## src/rtl/resp_compactor.sv

```systemverilog
// resp_compactor: buffers response beats in a small FIFO and folds them into a
// MISR signature, counting compacted beats, until the last beat of a run drains.
//
// Ports:
//   clk      - rising-edge clock
//   rst      - synchronous active-high reset
//   start    - pulse that opens a new capture run (honoured in idle/done only)
//   in_valid - beat offered
//   in_ready - beat can be taken (run state, buffer not full)
//   in_data  - beat payload
//   in_last  - marks the final beat of the run
//   comp_en  - compaction enable; low stalls the MISR
//   sig      - MISR signature
//   count    - compacted beat count, saturating
//   sat      - sticky count-saturated flag
//   done     - run complete, sig/count frozen
module resp_compactor #(
  parameter int unsigned      WIDTH = 30,
  parameter int unsigned      DEPTH = 4,
  parameter logic [WIDTH-1:0] POLY  = 30'h00000053,
  parameter logic [WIDTH-1:0] SEED  = '0
) (
  input  logic             clk,
  input  logic             rst,
  input  logic             start,
  input  logic             in_valid,
  output logic             in_ready,
  input  logic [WIDTH-1:0] in_data,
  input  logic             in_last,
  input  logic             comp_en,
  output logic [WIDTH-1:0] sig,
  output logic [15:0]      count,
  output logic             sat,
  output logic             done
);

  localparam int unsigned AW = $clog2(DEPTH);

  typedef enum logic [1:0] {StIdle, StRun, StDrain, StDone} state_e;

  state_e           state_q, state_d;
  logic [WIDTH-1:0] sig_q, sig_d;
  logic [15:0]      count_q, count_d;
  logic             sat_q, sat_d;
  // Pointers carry one extra bit so full and empty are distinguishable.
  logic [AW:0]      wr_ptr_q, wr_ptr_d, rd_ptr_q, rd_ptr_d;
  logic [WIDTH-1:0] mem_q [DEPTH];

  logic             empty, full, one_left, accept, comp;
  logic [AW:0]      occupancy;
  logic [WIDTH-1:0] head, sig_step;

  assign empty     = (wr_ptr_q == rd_ptr_q);
  assign full      = (wr_ptr_q[AW] != rd_ptr_q[AW]) &&
                     (wr_ptr_q[AW-1:0] == rd_ptr_q[AW-1:0]);
  assign occupancy = wr_ptr_q - rd_ptr_q;
  assign one_left  = (occupancy == {{AW{1'b0}}, 1'b1});

  assign in_ready = (state_q == StRun) && !full;
  assign accept   = in_valid && in_ready;
  assign comp     = !empty && comp_en && ((state_q == StRun) || (state_q == StDrain));

  assign head     = mem_q[rd_ptr_q[AW-1:0]];
  assign sig_step = {sig_q[WIDTH-2:0], 1'b0} ^ (sig_q[WIDTH-1] ? POLY : '0) ^ head;

  always_comb begin
    state_d  = state_q;
    sig_d    = sig_q;
    count_d  = count_q;
    sat_d    = sat_q;
    wr_ptr_d = wr_ptr_q + {{AW{1'b0}}, accept};
    rd_ptr_d = rd_ptr_q + {{AW{1'b0}}, comp};

    if (comp) begin
      sig_d = sig_step;
      if (count_q == 16'hFFFF) begin
        sat_d = 1'b1;
      end else begin
        count_d = count_q + 16'd1;
      end
    end

    unique case (state_q)
      StIdle, StDone: begin
        if (start) begin
          state_d  = StRun;
          sig_d    = SEED;
          count_d  = '0;
          sat_d    = 1'b0;
          wr_ptr_d = '0;
          rd_ptr_d = '0;
        end
      end
      StRun: begin
        if (accept && in_last) state_d = StDrain;
      end
      StDrain: begin
        // Done once the buffer is, or is about to become, empty.
        if (empty || (one_left && comp)) state_d = StDone;
      end
      default: state_d = StIdle;
    endcase
  end

  always_ff @(posedge clk) begin
    if (rst) begin
      state_q  <= StIdle;
      sig_q    <= SEED;
      count_q  <= '0;
      sat_q    <= 1'b0;
      wr_ptr_q <= '0;
      rd_ptr_q <= '0;
    end else begin
      state_q  <= state_d;
      sig_q    <= sig_d;
      count_q  <= count_d;
      sat_q    <= sat_d;
      wr_ptr_q <= wr_ptr_d;
      rd_ptr_q <= rd_ptr_d;
    end
  end

  // Storage needs no reset; pointers alone define validity.
  always_ff @(posedge clk) begin
    if (accept) mem_q[wr_ptr_q[AW-1:0]] <= in_data;
  end

  assign sig   = sig_q;
  assign count = count_q;
  assign sat   = sat_q;
  assign done  = (state_q == StDone);

endmodule

```

## config.mk

```make
export PLATFORM = sky130hd
export DESIGN_NAME = resp_compactor
export DESIGN_NICKNAME = d
export VERILOG_FILES = /design/src/rtl/resp_compactor.sv
export SDC_FILE = /design/constraint.sdc
export NUM_CORES = 1
export LEC_CHECK = 0
export CAP_MARGIN = 20
export CORE_UTILIZATION = 55
export DETAILED_ROUTE_END_ITERATION = 10
export PLACE_DENSITY_LB_ADDON = 0.05
export REMOVE_ABC_BUFFERS = 1
export SYNTH_ARGS = -nofsm -noshare
export SYNTH_HDL_FRONTEND = slang
export SYNTH_SLANG_ARGS = --single-unit
export TNS_END_PERCENT = 20
```

## constraint.sdc

```tcl
create_clock -name clk -period 5.8 [get_ports clk]
set_clock_uncertainty 0.1 [all_clocks]
set_input_delay 1.74 -clock clk [delete_from_list [all_inputs] [get_ports clk]]
set_output_delay 1.74 -clock clk [all_outputs]
set_load 0.02 [all_outputs]
```

==> impl_metrics.tcl <==
set metrics [dict create \
    ios 85 \
    post-route-min-period_ps 4460 \
    dr.pass1.iters 4 \
    worst_slew_pin_slew_ps 959 \
    end_kind "primary output" \
    status "completed" \
    finalHoldViolations 0 \
    chipWidth_um 114 \
    p_int_uw 2220 \
    grt_pass1_vias 4034 \
    layout_commonest_cell "edfxtp_1" \
    rows 40 \
    holdCritPathClass "reg -> reg" \
    drtIter0Drc 260 \
    critPathTopFamily "flip-flops" \
    slowest_delay_ps 930 \
    die_area_mm2 0.0130 \
    max-vdd-ir-drop_mv 0.230 \
    wl_per_cell_um 17.7 \
    vias 3930 \
    cts_tree "done" \
    arrival_ps 2620 \
    p_leak_uw 0.00275 \
    grt_usage 0.215 \
    overflow 0 \
    clock-sinks 175 \
    layout_common_cells "120 x edfxtp_1, 84 x clkdlybuf4s50_1, 53 x dfxtp_1, 37 x xnor2_1" \
    wl_mm 12.7 \
    ctsResizeCount 0 \
    synthArstFlopShare 0 \
    required_ps 3960 \
    gp_congestion 0.897 \
    cap_violations 0 \
    fillCellCount 885 \
    antenna_found_initial 0 \
    crit_type "reg -> out" \
    ant_nets 0 \
    vias_per_cell 5.49 \
    pre_cts_slack_ps 1740 \
    worstSkewPairLatency_ps 420 \
    cts_buffer_depth 2 \
    synth.cell_area_mm2 0.00691 \
    maxSlewHeadroom 0.359 \
    drive_gt1_frac 0.139 \
    route.detailed.drc 0 \
    ys_warn_count 0 \
    grt.met1_usage 0.275 \
    synth_seq_cells 175 \
    final-seq-area_mm2 0.00471 \
    rsz0062_at_grt "no" \
    die_h_um 114 \
    synth_ff_type "edfxtp_1" \
    clockRootBuffer "clkbuf_16" \
    combPwrFrac 0.117 \
    multi_input_area_mm2 0.00212 \
    setup_tns_ps 0 \
    start_kind "register" \
    synthCells 446 \
    power.density_mw_per_mm2 339 \
    clkTransAtPathRegs_ps 60 \
    finalSetupViolations 0 \
    switchingPower_uw 666 \
    syn_avg_cell_area_um2 15.5 \
    grt.met3_usage 0.0471 \
    slew_violations 0 \
    max_freq_ghz 0.224 \
    seq_area_frac_synth 0.681 \
    cp_max_fo 33 \
    cts_hold_buffers 0 \
    synth_cell_types 44 \
    period_share 0.768 \
    cp_slowest_cell "dfxtp_2" \
    cts_buffers 17 \
    area_growth_pct 23.6 \
    core_mm2 0.0121 \
    portBuffers 84 \
    crit_chain "inv_1 -> ha_1 -> nand3_1 -> and2_1 -> clkdlybuf4s50_1" \
    antenna_cells 0 \
    grt_max_degree 58 \
    use_met2 0.356 \
    fin_ws_ps 1340 \
    cts_setup_buffers 0 \
    busiest_layer "met2" \
    cp.buffers_inverters 2 \
    initial_core_util 0.570 \
    p_clk_frac 0.388 \
    fin_nets 583 \
    switching_share 0.231 \
    dp_hpwl_mm 7.36 \
    htree_levels 4 \
    grt_pass1_wl_mm 20.4 \
    seqPwrFrac 0.495 \
    synth_edf_count 120 \
]
-- path summary, 6_finish.rpt --
check                                       startpoint                  end  slack, ps  cells past startpoint
worst min-delay path                    sat$_SDFF_PP0_       sat$_SDFF_PP0_        380                      2
worst max register to register  rd_ptr_q[1]$_SDFF_PP0_  count[3]$_SDFF_PP0_       2520                      9
worst max-delay path            rd_ptr_q[1]$_SDFF_PP0_             in_ready       1340                      5
worst min register to register          sat$_SDFF_PP0_       sat$_SDFF_PP0_        380                      2
-- per-layer routing --
| layer | part of all wire | vias up |
|---|---|---|
| met4 | 0.017 | 0 |
| met2 | 0.50 | 102 |
| li1 | - | 1886 |
| met1 | 0.45 | 1924 |
| met5 | 0 | - |
| met3 | 0.041 | 18 |
-- synth_stat cells (all sizes together), types with 8 or more instances --
library cell	instances	area (um2)
dfxtp	55	1100
ha	11	138
a21oi	34	170
edfxtp	120	3600
inv	8	30.0
nand2	12	45.0
nor2	14	52.6
clkbuf	10	37.5
buf	10	45.0
nor3	9	45.0
xnor2	37	324
nand3	13	65.1
mux4	30	676
o21ai	34	174
-- metrics by stage --
stage	utilization	hold slack, ps	power [uW]	std cells	instance area (um2)
2_1_floorplan	-	404	1670	426	6820
3_3_place_gp	0.657	358	1790	684	7950
3_5_place_dp	0.657	366	1790	684	7950
4_1_cts	0.704	383	2910	716	8530
5_1_grt	0.704	441	2990	716	8530
6_report	0.704	383	2890	716	8530
-- power groups by stage --
stage               Combinational, uW  Clock (uW)  Sequential [uW]
floorplan                         198           0             1470
global placement                  335           0             1450
detailed placement                340           0             1460
CTS                               344        1140             1430
global route                      373        1180             1440
finish                            338        1120             1430
-- tightest hold or removal path, stage by stage (launching register included) --
cell	delay [ps]
dfxtp_1	330
a21oi_1	40
nor2_1	80
-- logic make-up after synthesis --
| kind of cell | count (synthesis) | synth area share |
|---|---|---|
| xor+xnor | 43 | 0.0576 |
| flops | 175 | 0.681 |
| compound gates | 78 | 0.0616 |
| simple gates | 78 | 0.0596 |
| buf+inv | 28 | 0.0163 |
| mux | 32 | 0.101 |
| fa+ha+maj | 12 | 0.0228 |
-- state kept, by name, indices dropped and copies added, names as in the netlist --
signal    cells
wr_ptr_q      3
mem_q       120
sig          30
state_q       2
rd_ptr_q      3
sat           1
count        16
-- layout make-up --
| class | count | share of cell area |
|---|---|---|
| Inverter | 8 | 0.00352 |
| Timing Repair Buffer | 90 | 0.104 |
| Sequential cell | 175 | 0.552 |
| Clock inverter | 13 | 0.0172 |
| Multi-Input combinational cell | 243 | 0.248 |
| Clock buffer | 19 | 0.0507 |
| Tap cell | 168 | 0.0246 |
Note: power is estimated with default switching activity, not from simulation.
